--- src/rtl/mxv_pkg.sv ---
// ---------------------------------------------------------------------------
// mxv_pkg
// Shared constants and types for the MxV accelerator's UART-side logic.
//   DW          byte width
//   LEN_W       width of the requested-length field (frm_len)
//   MAX_LEN     maximum payload bytes per response frame
//   FRAME_HDR   first byte of every response frame
//   FRAME_TAIL  last byte of every response frame
//   frm_state_t framer FSM states
//   hs_state_t  per-byte UART handshake states
// Optional build macro: MXV_FRAME_CHECKSUM_EN adds the SEND_CHK state.
// ---------------------------------------------------------------------------
package mxv_pkg;

    localparam int DW      = 8;
    localparam int LEN_W   = 5;
    localparam int MAX_LEN = 16;

    localparam logic [DW-1:0] FRAME_HDR  = 8'hFE;
    localparam logic [DW-1:0] FRAME_TAIL = 8'hEF;

    typedef enum logic [2:0] {
        ST_IDLE,
        ST_SEND_HDR,
        ST_SEND_LEN,
        ST_SEND_CMD,
        ST_PAY_WAIT,
        ST_SEND_PAY,
`ifdef MXV_FRAME_CHECKSUM_EN
        ST_SEND_CHK,
`endif
        ST_SEND_TAIL
    } frm_state_t;

    typedef enum logic [1:0] {
        HS_ISSUE,
        HS_WAIT_HI,
        HS_WAIT_LO
    } hs_state_t;

    // Requests longer than the frame can carry are truncated to MAX_LEN.
    function automatic logic [LEN_W-1:0] clamp_len(input logic [LEN_W-1:0] len);
        return (len > LEN_W'(MAX_LEN)) ? LEN_W'(MAX_LEN) : len;
    endfunction

endpackage

--- src/rtl/mxv_frame_tx_if.sv ---
// ---------------------------------------------------------------------------
// mxv_frame_tx_if
// Bundles the three sides of the response framer:
//   frame request : frm_start, frm_cmd, frm_len -> frm_busy, frm_done, len_err
//   result stream : res_valid, res_data -> res_ready
//   UART transmit : tx_start, tx_data <- tx_busy
// Modports: slave  = the framer itself
//           master = the environment (result path + UART)
// ---------------------------------------------------------------------------
interface mxv_frame_tx_if;
    import mxv_pkg::*;

    logic             frm_start;
    logic [DW-1:0]    frm_cmd;
    logic [LEN_W-1:0] frm_len;
    logic             frm_busy;
    logic             frm_done;
    logic             len_err;

    logic             res_valid;
    logic [DW-1:0]    res_data;
    logic             res_ready;

    logic             tx_start;
    logic [DW-1:0]    tx_data;
    logic             tx_busy;

    modport slave (
        input  frm_start, frm_cmd, frm_len, res_valid, res_data, tx_busy,
        output frm_busy, frm_done, len_err, res_ready, tx_start, tx_data
    );

    modport master (
        output frm_start, frm_cmd, frm_len, res_valid, res_data, tx_busy,
        input  frm_busy, frm_done, len_err, res_ready, tx_start, tx_data
    );

endinterface

--- src/rtl/mxv_tx_byte_hs.sv ---
// ---------------------------------------------------------------------------
// mxv_tx_byte_hs
// Sends one byte to the UART transmitter per request.
//   clk, rst  clock, synchronous active-high reset
//   byte_req  framer wants byte_in sent
//   byte_in   byte to send (captured at issue)
//   byte_ack  combinational; high in the cycle tx_busy is seen low again
//   tx_start  registered one-cycle Transmit pulse
//   tx_data   registered Data_In, stable until the byte completes
//   tx_busy   UART busy
// ---------------------------------------------------------------------------
module mxv_tx_byte_hs
    import mxv_pkg::*;
(
    input  logic          clk,
    input  logic          rst,
    input  logic          byte_req,
    input  logic [DW-1:0] byte_in,
    output logic          byte_ack,
    output logic          tx_start,
    output logic [DW-1:0] tx_data,
    input  logic          tx_busy
);

    hs_state_t state, state_nxt;
    logic      issue;

    always_ff @(posedge clk) begin
        if (rst) state <= HS_ISSUE;
        else     state <= state_nxt;
    end

    // Issue only while the UART is idle; the ack is combinational so the
    // framer leaves its state on the same edge we return to ISSUE, which
    // keeps the just-finished byte from being sent twice.
    always_comb begin
        state_nxt = state;
        issue     = 1'b0;
        byte_ack  = 1'b0;
        case (state)
            HS_ISSUE: begin
                if (byte_req && !tx_busy) begin
                    issue     = 1'b1;
                    state_nxt = HS_WAIT_HI;
                end
            end
            HS_WAIT_HI: begin
                if (tx_busy) state_nxt = HS_WAIT_LO;
            end
            HS_WAIT_LO: begin
                if (!tx_busy) begin
                    byte_ack  = 1'b1;
                    state_nxt = HS_ISSUE;
                end
            end
            default: state_nxt = HS_ISSUE;
        endcase
    end

    always_ff @(posedge clk) begin
        if (rst) begin
            tx_start <= 1'b0;
            tx_data  <= '0;
        end else begin
            tx_start <= issue;
            if (issue) tx_data <= byte_in;
        end
    end

endmodule

--- src/rtl/mxv_frame_tx.sv ---
// ---------------------------------------------------------------------------
// mxv_frame_tx
// Response framer: HDR, LEN, CMD, payload[0..n-1], TAIL to the UART.
//   clk  divided UART-domain clock
//   rst  synchronous active-high reset, aborts any frame in progress
//   bus  mxv_frame_tx_if.slave (frame request, result stream, UART side)
// Optional build macro: MXV_FRAME_CHECKSUM_EN inserts an XOR checksum byte
// (over LEN, CMD and payload) before TAIL; LEN does not count it.
// ---------------------------------------------------------------------------
module mxv_frame_tx
    import mxv_pkg::*;
(
    input  logic            clk,
    input  logic            rst,
    mxv_frame_tx_if.slave   bus
);

`ifdef MXV_FRAME_CHECKSUM_EN
    localparam frm_state_t AFTER_DATA = ST_SEND_CHK;
`else
    localparam frm_state_t AFTER_DATA = ST_SEND_TAIL;
`endif

    frm_state_t       state, state_nxt;
    logic [DW-1:0]    cmd_q;
    logic [DW-1:0]    pay_q;
    logic [LEN_W-1:0] n_q;
    logic [LEN_W-1:0] pay_cnt;
    logic             frm_done_q;
    logic             len_err_q;
    logic [DW-1:0]    len_byte;
    logic             accept;
    logic             pay_take;
    logic             pay_last;
    logic             byte_req;
    logic             byte_ack;
    logic [DW-1:0]    byte_in;
    logic             tx_start_w;
    logic [DW-1:0]    tx_data_w;
`ifdef MXV_FRAME_CHECKSUM_EN
    logic [DW-1:0]    chk_q;
`endif

    // LEN counts the CMD byte plus the payload.
    assign len_byte = DW'(n_q) + DW'(1);
    assign accept   = (state == ST_IDLE) && bus.frm_start;
    assign pay_take = (state == ST_PAY_WAIT) && bus.res_valid;
    assign pay_last = (pay_cnt == n_q - LEN_W'(1));

    always_ff @(posedge clk) begin
        if (rst) state <= ST_IDLE;
        else     state <= state_nxt;
    end

    always_comb begin
        state_nxt = state;
        byte_req  = 1'b0;
        byte_in   = FRAME_HDR;
        case (state)
            ST_IDLE: begin
                if (bus.frm_start) state_nxt = ST_SEND_HDR;
            end
            ST_SEND_HDR: begin
                byte_req = 1'b1;
                byte_in  = FRAME_HDR;
                if (byte_ack) state_nxt = ST_SEND_LEN;
            end
            ST_SEND_LEN: begin
                byte_req = 1'b1;
                byte_in  = len_byte;
                if (byte_ack) state_nxt = ST_SEND_CMD;
            end
            ST_SEND_CMD: begin
                byte_req = 1'b1;
                byte_in  = cmd_q;
                if (byte_ack) state_nxt = (n_q != '0) ? ST_PAY_WAIT : AFTER_DATA;
            end
            ST_PAY_WAIT: begin
                if (bus.res_valid) state_nxt = ST_SEND_PAY;
            end
            ST_SEND_PAY: begin
                byte_req = 1'b1;
                byte_in  = pay_q;
                if (byte_ack) state_nxt = pay_last ? AFTER_DATA : ST_PAY_WAIT;
            end
`ifdef MXV_FRAME_CHECKSUM_EN
            ST_SEND_CHK: begin
                byte_req = 1'b1;
                byte_in  = chk_q;
                if (byte_ack) state_nxt = ST_SEND_TAIL;
            end
`endif
            ST_SEND_TAIL: begin
                byte_req = 1'b1;
                byte_in  = FRAME_TAIL;
                if (byte_ack) state_nxt = ST_IDLE;
            end
            default: state_nxt = ST_IDLE;
        endcase
    end

    // Frame context is captured once at acceptance so the requester may
    // change frm_cmd/frm_len while the frame is still going out.
    always_ff @(posedge clk) begin
        if (rst) begin
            cmd_q      <= '0;
            pay_q      <= '0;
            n_q        <= '0;
            pay_cnt    <= '0;
            frm_done_q <= 1'b0;
            len_err_q  <= 1'b0;
        end else begin
            frm_done_q <= (state == ST_SEND_TAIL) && byte_ack;
            len_err_q  <= accept && (bus.frm_len > LEN_W'(MAX_LEN));
            if (accept) begin
                cmd_q   <= bus.frm_cmd;
                n_q     <= clamp_len(bus.frm_len);
                pay_cnt <= '0;
            end
            if (pay_take) pay_q <= bus.res_data;
            if ((state == ST_SEND_PAY) && byte_ack) pay_cnt <= pay_cnt + LEN_W'(1);
        end
    end

`ifdef MXV_FRAME_CHECKSUM_EN
    // Folds each LEN, CMD and payload byte in as it completes.
    always_ff @(posedge clk) begin
        if (rst) begin
            chk_q <= '0;
        end else if (accept) begin
            chk_q <= '0;
        end else if (byte_ack && ((state == ST_SEND_LEN) || (state == ST_SEND_CMD) ||
                                  (state == ST_SEND_PAY))) begin
            chk_q <= chk_q ^ byte_in;
        end
    end
`endif

    mxv_tx_byte_hs u_hs (
        .clk      (clk),
        .rst      (rst),
        .byte_req (byte_req),
        .byte_in  (byte_in),
        .byte_ack (byte_ack),
        .tx_start (tx_start_w),
        .tx_data  (tx_data_w),
        .tx_busy  (bus.tx_busy)
    );

    assign bus.tx_start  = tx_start_w;
    assign bus.tx_data   = tx_data_w;
    assign bus.frm_busy  = (state != ST_IDLE);
    assign bus.frm_done  = frm_done_q;
    assign bus.len_err   = len_err_q;
    assign bus.res_ready = (state == ST_PAY_WAIT);

endmodule

--- src/flat_wrapper.sv ---
// flat-port wrapper written by rule: the top's interface ports become plain ports
module mxv_frame_tx_flat import mxv_pkg::*;
  (clk, rst, bus_frm_start, bus_frm_cmd, bus_frm_len, bus_res_valid, bus_res_data, bus_tx_busy, bus_frm_busy, bus_frm_done, bus_len_err, bus_res_ready, bus_tx_start, bus_tx_data);
  mxv_frame_tx_if bus_i ();
  input  logic clk;
  input  logic rst;
  input wire logic [$bits(bus_i.frm_start)-1:0] bus_frm_start;
  input wire logic [$bits(bus_i.frm_cmd)-1:0] bus_frm_cmd;
  input wire logic [$bits(bus_i.frm_len)-1:0] bus_frm_len;
  input wire logic [$bits(bus_i.res_valid)-1:0] bus_res_valid;
  input wire logic [$bits(bus_i.res_data)-1:0] bus_res_data;
  input wire logic [$bits(bus_i.tx_busy)-1:0] bus_tx_busy;
  output wire logic [$bits(bus_i.frm_busy)-1:0] bus_frm_busy;
  output wire logic [$bits(bus_i.frm_done)-1:0] bus_frm_done;
  output wire logic [$bits(bus_i.len_err)-1:0] bus_len_err;
  output wire logic [$bits(bus_i.res_ready)-1:0] bus_res_ready;
  output wire logic [$bits(bus_i.tx_start)-1:0] bus_tx_start;
  output wire logic [$bits(bus_i.tx_data)-1:0] bus_tx_data;
  assign bus_i.frm_start = bus_frm_start;
  assign bus_i.frm_cmd = bus_frm_cmd;
  assign bus_i.frm_len = bus_frm_len;
  assign bus_i.res_valid = bus_res_valid;
  assign bus_i.res_data = bus_res_data;
  assign bus_i.tx_busy = bus_tx_busy;
  assign bus_frm_busy = bus_i.frm_busy;
  assign bus_frm_done = bus_i.frm_done;
  assign bus_len_err = bus_i.len_err;
  assign bus_res_ready = bus_i.res_ready;
  assign bus_tx_start = bus_i.tx_start;
  assign bus_tx_data = bus_i.tx_data;
  mxv_frame_tx u_core (.clk(clk), .rst(rst), .bus(bus_i));
endmodule
--- config.mk ---
export PLATFORM = sky130hd
export DESIGN_NAME = mxv_frame_tx_flat
export DESIGN_NICKNAME = d
export VERILOG_FILES = /design/src/rtl/mxv_pkg.sv /design/src/rtl/mxv_frame_tx_if.sv /design/src/rtl/mxv_tx_byte_hs.sv /design/src/rtl/mxv_frame_tx.sv /design/src/flat_wrapper.sv
export SDC_FILE = /design/constraint.sdc
export NUM_CORES = 1
export LEC_CHECK = 0
export BUFFER_PORTS_ARGS = -buffer_cell sky130_fd_sc_hd__clkbuf_2
export CORE_ASPECT_RATIO = 1.5
export CORE_MARGIN = 1.5
export CORE_UTILIZATION = 45
export CTS_CLUSTER_SIZE = 20
export DETAILED_ROUTE_END_ITERATION = 8
export HOLD_SLACK_MARGIN = 0.05
export PLACE_DENSITY = 0.67
export SETUP_SLACK_MARGIN = 0.02
export SYNTH_ARGS = -nofsm -noshare
export SYNTH_HDL_FRONTEND = slang
export SYNTH_SLANG_ARGS = --single-unit
--- constraint.sdc ---
create_clock -name clk -period 2.6 [get_ports clk]
set_input_delay 0.52 -clock clk [delete_from_list [all_inputs] [get_ports clk]]
set_output_delay 0.52 -clock clk [all_outputs]
set_load 0.005 [all_outputs]
**Word level (Yosys, flattened, before mapping)**

Cells that the tools add are included.
Widths: inputs -> output; s select.

- Flip-flop bits (word level): 42
- Output and inout port bits: 13
- Word-level logic and storage cells: 71

- Add/sub/neg operators: 3
- $lt $le $gt $ge: 1
- Equal/unequal tests: 19
- Muxes and demuxes: 23
- Reductions and logical operators: 15

Operators with widths:

| kind | number |
|---|---|
| $pmux 8 s4 | 1 |
| $mux 3 | 7 |
| $pmux 3 s7 | 1 |
| $mux 5 | 3 |
| $mux 2 | 5 |
| $ne 2x1->1 const B | 5 |
| $ne 2x2->1 const B | 5 |
| $eq 3x3->1 const B | 3 |
| $reduce_and 7->1 | 1 |
| $add 5x1->6 const B | 1 |
| $eq 3x2->1 const B | 2 |
| $logic_and 1x1->1 | 6 |
| $pmux 2 s3 | 1 |
| $add 5x1->5 const B | 1 |
| $eq 5x5->1 | 1 |
| $gt 5x5->1 const B | 1 |
| $mux 1 | 5 |
| $reduce_bool 5->1 | 1 |
| $reduce_or 5->1 | 1 |
| $sub 5x1->5 const B | 1 |
| $eq 3x1->1 const B | 1 |
| $logic_not 3->1 | 1 |
| $reduce_and 3->1 | 1 |
| $reduce_bool 3->1 | 1 |
| other kinds (5) | 5 |

**Logic depth before layout (Yosys ltp)**

Gate-level depths: netlist of the first run.

- Depth after elaboration: 6
- Gate-level depth with buffers: 6
- Gate-level depth less buffers: 6

**By module**

From an unflattened synthesis of the first run, not the netlist that was laid out.

- Cells, all modules: 260
- Area total of the unflattened synthesis: 2179.6 um^2

Modules (own cells, without submodules):

| module | times used | cells an instance | area each (um^2) | sequential area each (um^2) |
|---|---|---|---|---|
| mxv_frame_tx | 1 | 215 | 1702.9 | 620.6 |
| mxv_tx_byte_hs | 1 | 45 | 476.7 | 220.2 |

**Worst setup path before layout of the first run**

No wires, ideal clock.

- Path kind: reg-to-reg
- From: register u_core.n_q[0]
- To: register u_core.state[1]
- Library setup time: 0.073 ns
- Arrival: 1.568 ns
- Required time: 2.527 ns
- Setup slack: 0.959 ns
- Cell stages (with the launch flop): 7
- Buffers on the path: 0
- Cells stage by stage: dfxtp_1 > inv_1 > ha_1 > or4b_4 > a2111oi_2 > o21ai_1 > o211ai_2

- Word-level cells in the longest chain between the ends: 5

Ends and longest elaborated chain:

| item | line | source |
|---|---|---|
| from (decl) | mxv_frame_tx.sv:27 | `logic [LEN_W-1:0] n_q;` |
| from (signal assigned) | mxv_frame_tx.sv:117 | `n_q <= clamp_len(bus.frm_len);` |
| $sub 5x1->5 | mxv_frame_tx.sv:48 | `assign pay_last = (pay_cnt == n_q - LEN_W'(1));` |
| $eq 5x5->1 | mxv_frame_tx.sv:48 |  |
| $mux 2 | mxv_frame_tx.sv:84 | `if (byte_ack) state_nxt = pay_last ? AFTER_DATA : ST_PAY_WAIT;` |
| $mux 3 | mxv_frame_tx.sv:84 |  |
| $pmux 3 s7 (*) | mxv_frame_tx.sv:59 | `case (state)` |
| to (signal assigned) | mxv_frame_tx.sv:52 | `else state <= state_nxt;` |
| to (decl) | mxv_frame_tx.sv:24 | `frm_state_t state, state_nxt;` |

Every way passes the cells marked *; elsewhere a longest branch is shown, timed or not. The select of a mux whose other input is x is not followed.
A chain may end at the register's enable or synchronous reset.

**Worst setup path in the final report of the first run**

- From: register u_core.state[0]
- To: output port bus_res_ready

- Word-level cells in the longest chain between the ends: 1

Ends and longest elaborated chain:

| item | line | source |
|---|---|---|
| $eq 3x3->1 | mxv_frame_tx.sv:155 | `assign bus.res_ready = (state == ST_PAY_WAIT);` |
| to (decl) | flat_wrapper.sv:16 | `output wire logic [$bits(bus_i.res_ready)-1:0] bus_res_ready;` |

No other way between the ends.

==> flow_summary.json, run 1 <==
{
  "post-cts-setup-buffers": 0,
  "io_pins": 39,
  "crit_fanout": 13,
  "cts_tree": "done",
  "regArea_sq_um": 841,
  "layout_commonest_cell": "dfxtp_1",
  "syn_inst": 250,
  "cpMaxStageDelayCell": "dfxtp_1",
  "drt-initial-drc-count": 35,
  "grt-ovfl-total": 0,
  "peakVddDrop_mv": 0.356,
  "vias": 1829,
  "hold_viol_final": 0,
  "hold_ws_ns": 0.430,
  "initial_core_util": 0.467,
  "fin_nets": 310,
  "final-instance-count-excl-fill": 330,
  "synth_edf_count": 0,
  "p_sw_frac": 0.253,
  "slew_headroom": 0.656,
  "seqPwrFrac": 0.456,
  "yosysUniqueCellTypes": 49,
  "critPathMaxStageDelay_ns": 0.57,
  "grt_max_degree": 26,
  "fillers": 443,
  "fin_util": 0.538,
  "multi_input_area_sq_um": 1140,
  "leakage_nw": 0.914,
  "synth_ff_type": "dfxtp_1",
  "grt_pass1_wl_um": 7560,
  "setup_viol": 0,
  "setup_slack_ns": 0.526,
  "cts_max_path_buffers": 2,
  "dieArea_sq_um": 5100,
  "avgRoutedWirePerCell_um": 13.6,
  "fin_crit_sh": 0.798,
  "dp.cells": 322,
  "critPathRequiredTime_ns": 2.08,
  "htree_levels": 2,
  "diodes": 0,
  "rows": 30,
  "comb_power_share": 0.148,
  "synth-seq-area-share": 0.400,
  "status": "finished, final reports clean",
  "dr.pass1.iters": 4,
  "worstPathCellList": "buf_4 > nand2b_1 > nor2_1 > clkbuf_2",
  "total_power_mw": 1.56,
  "stdcell_area_sq_um": 2420,
  "layout_min_cycle_time_ns": 2.07,
  "hold_buffers": 0,
  "power_density_nw_per_um2": 645,
  "routed_wl_um": 4500,
  "cts-root-buf": "clkbuf_8",
  "insertion_delay_ns": 0.30,
  "worst_pin_slew_ns": 0.517,
  "drc": 0,
  "area_growth_pct": 15.0,
  "core_sq_um": 4500,
  "cts-buffers-inserted": 5,
  "post_dp_cell_area_sq_um": 2280,
  "setup_tns_ns": 0,
  "synth_area_sq_um": 2100,
  "ant_nets": 0,
  "power_switching_mw": 0.395,
  "ys_warn_count": 0,
  "drive_above_1_share": 0.206,
  "ys_seq_elements": 42,
  "layout_common_cells": "dfxtp_1, clkbuf_2, nand2_1",
  "grt_pass1_vias": 1654,
  "crit_type": "reg -> out",
  "pre_cts_ws_ns": 0.766,
  "antenna_found_initial": 0,
  "synth_fp_nets": 279,
  "drv_slew": 0,
  "rsz0062_at_grt": "false",
  "place_congestion": 0.847,
  "startpoint_type": "register",
  "pwr-share-clk": 0.396,
  "dieHeight_um": 86.8,
  "arrival_ns": 1.55,
  "internal_power_mw": 1.17,
  "worst_setup_path_end_kind": "output port",
  "grt_usage": 0.191,
  "io_buffers": 38,
  "cts.sinks": 42,
  "clkTransAtPathRegs_ns": 0.08,
  "hold_path_class": "in -> reg",
  "synth.avg_cell_area_sq_um": 8.42,
  "maxCapViolations": 0,
  "cts.repair.resized": 0,
  "die_w_um": 58.8,
  "post-dp-hpwl_um": 3390,
  "async_flop_share": 0,
  "skew_ns": 0.00472,
  "max_freq_mhz": 482,
  "vias_per_cell": 5.54
}
-- metal layers --
layer / wire length (um) / GRT usage / share of wire
met5: 0 / 0 / 0
met4: 96 / 0.0826 / 0.021
met3: 149 / 0.0403 / 0.033
met2: 2230 / 0.323 / 0.50
met1: 2020 / 0.227 / 0.45
-- critical path, delay by kind of cell, from the launching register on --
family / cells / cell delay (ns)
buf+inv: 2 / 0.35
flops: 1 / 0.57
simple gates: 2 / 0.33
-- worst paths after layout --
kind / start / endpoint / slack, ns / cells past startpoint
setup / recovery: u_core.state[0] / bus_res_ready / 0.53 / 4
hold / removal: bus_frm_cmd[2] / u_core.cmd_q[2] / 0.43 / 3
setup reg to reg: u_core.state[0] / u_core.pay_q[6] / 0.84 / 6
hold reg to reg: u_core.u_hs.tx_data[3] / u_core.u_hs.tx_data[3] / 0.46 / 2
-- logic make-up (layout without fill, tap and decap cells) --
logic type                 count (synthesis)  count (layout)  synth area share
buffers and inverters                     24              56            0.0606
AOI/OAI and AO/OA                         60              60             0.186
DFF                                       42              42             0.400
adders and majority gates                  3               3            0.0178
xor gates and xnor gates                  10              10            0.0416
and+or+nand+nor                          102             102             0.251
muxes                                      9               9            0.0434
-- power groups by stage --
stage | sequential, mW | clock, mW | combinational, mW
3_5_place_dp | 0.728 | 0 | 0.231
6_report | 0.712 | 0.618 | 0.231
3_3_place_gp | 0.726 | 0 | 0.231
2_1_floorplan | 0.713 | 0 | 0.180
4_1_cts | 0.713 | 0.628 | 0.232
5_1_grt | 0.719 | 0.656 | 0.262
-- synthesized netlist by cell type, types with 2 or more instances --
master	number	area share
nor4_1	3	0.0089
or4b_4	2	0.013
nand2b_1	3	0.0089
nor3_1	7	0.017
o21ai_1	2	0.0048
buf_2	6	0.014
nor3b_1	9	0.032
nor2_1	27	0.048
o221ai_1	2	0.0083
dfxtp_1	42	0.40
a31oi_1	2	0.0059
o21ai_0	3	0.0071
buf_6	4	0.021
nand3b_1	5	0.018
xor2_1	3	0.012
clkbuf_1	9	0.016
nand3_1	5	0.012
xnor2_1	7	0.029
nand2_1	31	0.055
a311oi_1	3	0.012
a21oi_1	29	0.069
o211ai_1	3	0.011
ha_1	3	0.018
o21a_1	2	0.0071
a211oi_1	2	0.0071
mux2i_1	8	0.038
inv_1	5	0.0089
a2bb2oi_1	2	0.0083
-- state kept, by name (all words and copies together) (netlist names) --
| signal | count |
|---|---|
| u_core.u_hs.state | 2 |
| u_core.u_hs.tx_data | 8 |
| u_core.n_q | 5 |
| u_core.cmd_q | 8 |
| u_core.bus.len_err | 1 |
| u_core.pay_cnt | 5 |
| u_core.state | 3 |
| u_core.bus.frm_done | 1 |
| u_core.u_hs.tx_start | 1 |
| u_core.pay_q | 8 |
-- final cells by class --
cell class	instances	share of cell area
Clock buffer	5	0.0284
Clock inverter	3	0.0284
Inverter	5	0.00775
Multi-Input combinational cell	184	0.469
Sequential cell	42	0.347
Tap cell	48	0.0248
Timing Repair Buffer	43	0.0941
(Power assumes the default switching activity.)
==> run 2, diff against run 1 <==
--- a/config.mk
+++ b/config.mk
@@ -5,6 +5,7 @@
 export SDC_FILE = /design/constraint.sdc
 export NUM_CORES = 1
 export LEC_CHECK = 0
+export ABC_AREA = 1
 export BUFFER_PORTS_ARGS = -buffer_cell sky130_fd_sc_hd__clkbuf_2
 export CORE_ASPECT_RATIO = 1.5
 export CORE_MARGIN = 1.5
@@ -12,7 +13,7 @@
 export CTS_CLUSTER_SIZE = 20
 export DETAILED_ROUTE_END_ITERATION = 8
 export HOLD_SLACK_MARGIN = 0.05
-export PLACE_DENSITY = 0.67
+export PLACE_DENSITY = 0.69
 export SETUP_SLACK_MARGIN = 0.02
 export SYNTH_ARGS = -nofsm -noshare
 export SYNTH_HDL_FRONTEND = slang
==> constraint.sdc (replaced) <==
create_clock -name clk -period 1.84 [get_ports clk]
set_input_delay 0.368 -clock clk [delete_from_list [all_inputs] [get_ports clk]]
set_output_delay 0.368 -clock clk [all_outputs]
set_load 0.005 [all_outputs]
==> flow_summary.json, run 2 <==
{
  "vias_per_cell": 5.20,
  "layout_common_cells": "nand2_1, dfxtp_1, clkbuf_2",
  "cts-buffers-inserted": 5,
  "grt_usage": 0.216,
  "maxCapViolations": 0,
  "diodes": 0,
  "yosysMostFrequentCell": "nand2_1",
  "grt_pass1_vias": 1847,
  "synth-seq-area-share": 0.397,
  "crit_type": "reg -> out",
  "dr.pass1.iters": 5,
  "setup_viol": 0,
  "fin_crit_sh": 0.902,
  "syn_inst": 284,
  "synthTopCellsByArea": "dfxtp_1, nand2_1, a21oi_1, nand3_1, o21ai_0",
  "grt_pass1_wl_um": 8420,
  "fin_nets": 351,
  "core_sq_um": 4540,
  "rsz0062_at_grt": "false",
  "insertion_delay_ns": 0.30,
  "crit_fanout": 8,
  "die_w_um": 59.0,
  "total_power_mw": 2.91,
  "fillers": 463,
  "yosysUniqueCellTypes": 37,
  "min_from": "bus_frm_cmd[5]",
  "clkTransAtPathRegs_ns": 0.08,
  "leakage_nw": 0.980,
  "r2r-start": "u_core.n_q[0]",
  "post-dp-hpwl_um": 3900,
  "reg.largest.list": "u_core.cmd_q x8, u_core.pay_q x8, u_core.u_hs.tx_data x8",
  "grt-ovfl-total": 0,
  "layout_commonest_cell": "nand2_1",
  "antenna_found_initial": 0,
  "holdPathStages": 3,
  "power_density_nw_per_um2": 1190,
  "worst_setup_path_end_kind": "output port",
  "skew_ns": 0.00461,
  "regArea_sq_um": 842,
  "status": "finished, final reports clean",
  "synth_edf_count": 0,
  "min_to": "u_core.cmd_q[5]",
  "dieArea_sq_um": 5130,
  "io_buffers": 38,
  "layout_min_cycle_time_ns": 1.66,
  "yosysTopAreaCellShare": 0.397,
  "dieHeight_um": 87.0,
  "arrival_ns": 1.29,
  "drc": 0,
  "drt-initial-drc-count": 88,
  "area_growth_pct": 16.0,
  "vias": 2012,
  "hold_viol_final": 0,
  "ant_nets": 0,
  "multi_input_area_sq_um": 1100,
  "cts_tree": "done",
  "critPathRequiredTime_ns": 1.47,
  "grt_max_degree": 28,
  "slew_headroom": 0.674,
  "rr_worst_depth": 11,
  "cts.sinks": 42,
  "htree_levels": 2,
  "async_flop_share": 0,
  "startpoint_type": "register",
  "worst_pin_slew_ns": 0.488,
  "setup_tns_ns": 0,
  "ys_seq_elements": 42,
  "routed_wl_um": 5120,
  "place_congestion": 0.885,
  "synth.avg_cell_area_sq_um": 7.45,
  "drv_slew": 0,
  "post-cts-setup-buffers": 0,
  "peakVddDrop_mv": 0.633,
  "max_freq_mhz": 602,
  "synth_ff_type": "dfxtp_1",
  "synth_fp_nets": 313,
  "cts-root-buf": "clkbuf_8",
  "cts_max_path_buffers": 2,
  "reg2reg_slack_ns": 0.23,
  "yosys-top-cells-count": "nand2_1, dfxtp_1, a21oi_1, inv_1",
  "synth_area_sq_um": 2120,
  "hold_path_class": "in -> reg",
  "drive_above_1_share": 0.217,
  "io_pins": 39,
  "initial_core_util": 0.466,
  "rows": 30,
  "avgRoutedWirePerCell_um": 13.2,
  "yosys.area.top_type": "dfxtp_1",
  "r2r-end": "u_core.state[1]",
  "ys_warn_count": 0
}
## run 2: worst max-delay path by stage
stage | end | slack [ns] | from | cells after the start
final | bus_res_ready | 0.18 | u_core.state[2] | 3
after detailed placement | u_core.state[1] | 0.24 | u_core.n_q[0] | 11
after global routing | u_core.state[1] | 0.06 | u_core.n_q[0] | 11
after CTS | bus_res_ready | 0.18 | u_core.state[0] | 4
after global placement | u_core.state[1] | 0.30 | u_core.n_q[0] | 11
after floorplan | u_core.state[1] | 0.45 | u_core.n_q[0] | 11
## run 2: cells by family after synthesis
kind of cell             count (synthesis)  synth area share
buffers and inverters                   41            0.0845
AO/OA/AOI/OAI                           73             0.196
AND/OR/NAND/NOR                        125             0.305
flip-flops                              42             0.397
adder cells (fa/ha/maj)                  3            0.0177
## run 2: final cells by class
class / count / area share
Clock buffer: 7 / 0.0311
Clock inverter: 1 / 0.0122
Inverter: 33 / 0.0540
Multi-Input combinational cell: 201 / 0.447
Sequential cell: 42 / 0.343
Tap cell: 64 / 0.0326
Timing Repair Buffer: 39 / 0.0805
## run 2: worst max-delay path: stages (launching register included)
cell and delay (ns):
dfxtp_2 0.48, inv_1 0.16, nor2_4 0.22, clkbuf_2 0.14
## run 2: power by group
part	internal, mW	leakage (nW)	switching, mW	total [mW]
combinational	0.349	0.585	0.651	1.00
clock	0.406	0.0524	0.317	0.724
sequential	1.05	0.342	0.138	1.19
## run 2: stage by stage
| step | utilization | instance area [sq um] | setup slack [ns] | std cells | hold WS (ns) |
|---|---|---|---|---|---|
| after floorplan | - | 2120 | 0.450 | 284 | 0.425 |
| after global placement | 0.517 | 2350 | 0.300 | 379 | 0.444 |
| after detailed placement | 0.517 | 2350 | 0.239 | 379 | 0.444 |
| after CTS | 0.541 | 2460 | 0.176 | 387 | 0.294 |
| after global routing | 0.541 | 2460 | 0.0571 | 387 | 0.299 |
| final | 0.541 | 2460 | 0.180 | 387 | 0.290 |
## run 2: timing repair
action / 4_1_cts / 5_1_grt
hold buffers: 0 / 0
setup endpoints to repair: 1 / 0
resized for setup: 1 / 0
## run 2: layer usage
layer	global-route usage	part of all wire
met1	0.244	0.40
met2	0.384	0.54
met3	0.0357	0.034
met4	0.103	0.026
met5	0	0
==> run 3, diff against run 2 <==
--- a/config.mk
+++ b/config.mk
@@ -12,6 +12,7 @@
 export CORE_UTILIZATION = 45
 export CTS_CLUSTER_SIZE = 20
 export DETAILED_ROUTE_END_ITERATION = 8
+export GPL_TIMING_DRIVEN = 0
 export HOLD_SLACK_MARGIN = 0.05
 export PLACE_DENSITY = 0.69
 export SETUP_SLACK_MARGIN = 0.02
==> flow_summary.json, run 3 (same netlist as run 2, synthesis figures left out) <==
{
  "worstPathCellList": "inv_2 > nand2_8 > nor2_4 > clkbuf_2",
  "rsz0062_at_grt": "false",
  "layout_min_cycle_time_ns": 1.66,
  "initial_core_util": 0.466,
  "clkTransAtPathRegs_ns": 0.08,
  "cts_tree": "done",
  "slew_headroom": 0.610,
  "p_sw_frac": 0.389,
  "min_to": "u_core.cmd_q[2]",
  "power_switching_mw": 1.10,
  "reg.largest.list": "u_core.cmd_q x8, u_core.pay_q x8, u_core.u_hs.tx_data x8",
  "crit_family": "flip-flops",
  "grt_pass1_vias": 1866,
  "insertion_delay_ns": 0.30,
  "crit_fanout": 7,
  "dp.cells": 385,
  "peakVddDrop_mv": 0.725,
  "layout_common_cells": "nand2_1, dfxtp_1, clkbuf_2",
  "drv_slew": 0,
  "rows": 30,
  "seqPwrFrac": 0.414,
  "post-dp-hpwl_um": 3980,
  "use_met3": 0.0327,
  "met2_usage": 0.365,
  "grt_pass1_wl_um": 8250,
  "comb_power_share": 0.364,
  "post_dp_cell_area_sq_um": 2380,
  "diodes": 0,
  "holdPathStages": 3,
  "busiest_layer": "met2",
  "cts_max_path_buffers": 2,
  "cts-root-buf": "clkbuf_8",
  "internal_power_mw": 1.72,
  "io_buffers": 37,
  "place_congestion": 0.949,
  "io_pins": 39,
  "critPathRequiredTime_ns": 1.47,
  "post-cts-setup-buffers": 0,
  "hold_viol_final": 0,
  "final-instance-count-excl-fill": 393,
  "grt-ovfl-total": 0,
  "setup_viol": 0,
  "dieArea_sq_um": 5130,
  "fin_crit_sh": 0.899,
  "drc": 0,
  "fin_nets": 357,
  "cts.sinks": 42,
  "drt-initial-drc-count": 98,
  "arrival_ns": 1.29,
  "cpMaxStageDelayCell": "dfxtp_1",
  "startpoint_type": "register",
  "hold_path_class": "in -> reg",
  "leakage_nw": 0.991,
  "reg2reg_slack_ns": 0.23,
  "grt_max_degree": 14,
  "layout_commonest_cell": "nand2_1",
  "cts-buffers-inserted": 5,
  "skew_ns": 0.00812,
  "vias_per_cell": 5.17,
  "status": "finished, final reports clean",
  "antenna_found_initial": 0,
  "cp.buffers_inverters": 2,
  "power_density_nw_per_um2": 1140,
  "avgRoutedWirePerCell_um": 12.8,
  "drive_above_1_share": 0.225,
  "grt_usage": 0.212,
  "pwr-share-clk": 0.221,
  "ant_nets": 0,
  "critPathMaxStageDelay_ns": 0.38,
  "routed_wl_um": 5030,
  "area_growth_pct": 17.1,
  "crit_type": "reg -> out",
  "stdcell_area_sq_um": 2480,
  "dieHeight_um": 87.0,
  "htree_levels": 2,
  "rr_worst_depth": 11,
  "setup_tns_ns": 0,
  "gr-usage-met1": 0.247,
  "r2r-start": "u_core.n_q[1]",
  "max_freq_mhz": 604,
  "min_from": "bus_frm_cmd[2]",
  "core_sq_um": 4540,
  "maxCapViolations": 0,
  "die_w_um": 59.0,
  "dr.pass1.iters": 4,
  "worst_setup_path_end_kind": "output port",
  "vias": 2031,
  "r2r-end": "u_core.state[1]",
  "worst_pin_slew_ns": 0.585
}
-- run 3: worst min-delay path, delay by kind of cell --
kind,cells,cell delay [ns]
simple gates,1,0.06
compound gates,1,0.05
buf+inv,1,0.08
-- run 3: worst max-delay path by stage --
stage | cells past startpoint | slack, ns | endpoint | startpoint
after detailed placement | 11 | 0.18 | u_core.state[1] | u_core.n_q[0]
after CTS | 11 | 0.16 | u_core.state[1] | u_core.n_q[0]
final | 4 | 0.18 | bus_res_ready | u_core.state[0]
after global placement | 5 | 0.17 | u_core.u_hs.tx_data[7] | rst
after global routing | 11 | 0.07 | u_core.state[1] | u_core.n_q[1]
after floorplan | 11 | 0.45 | u_core.state[1] | u_core.n_q[0]
-- run 3: per-layer routing --
layer  part of all wire  wire length (um)  up-vias
met2               0.52              2630       54
met1               0.41              2040      924
met5                  0                 0        -
met3              0.045               228       12
met4              0.028               140        0
li1                   -                 -     1041
-- run 3: layout make-up --
| class | instances | area (sq um) |
|---|---|---|
| tap | 64 | 80.1 |
| sequential | 42 | 842 |
| inverter | 33 | 133 |
| multi-input combinational | 201 | 1100 |
| clock buffer | 6 | 82.6 |
| timing repair buffer | 37 | 185 |
| clock inverter | 2 | 12.5 |
| buffer | 8 | 46.3 |
| fill | 464 | 2060 |
-- run 3: power groups by stage --
stage	combinational, mW	sequential (mW)	clock, mW
finish	1.03	1.17	0.625
global route	1.15	1.19	0.672
CTS	1.04	1.17	0.636
detailed placement	1.03	1.19	0
global placement	1.02	1.18	0
floorplan	0.772	1.17	0
-- run 3: repair_timing --
action / in CTS / in global routing
hold buffers: 0 / 0
resized for setup: 0 / 1
endpoints found under the setup margin: 0 / 1
-- run 3: through the flow --
| step | worst slack (ns) | total power [mW] | utilization | hold slack, ns |
|---|---|---|---|---|
| after global placement | 0.170 | 2.20 | 0.525 | 0.441 |
| after CTS | 0.160 | 2.84 | 0.545 | 0.297 |
| after global routing | 0.0723 | 3.01 | 0.546 | 0.304 |
| after floorplan | 0.450 | 1.94 | - | 0.425 |
| after detailed placement | 0.182 | 2.22 | 0.525 | 0.448 |
| final | 0.185 | 2.82 | 0.546 | 0.295 |
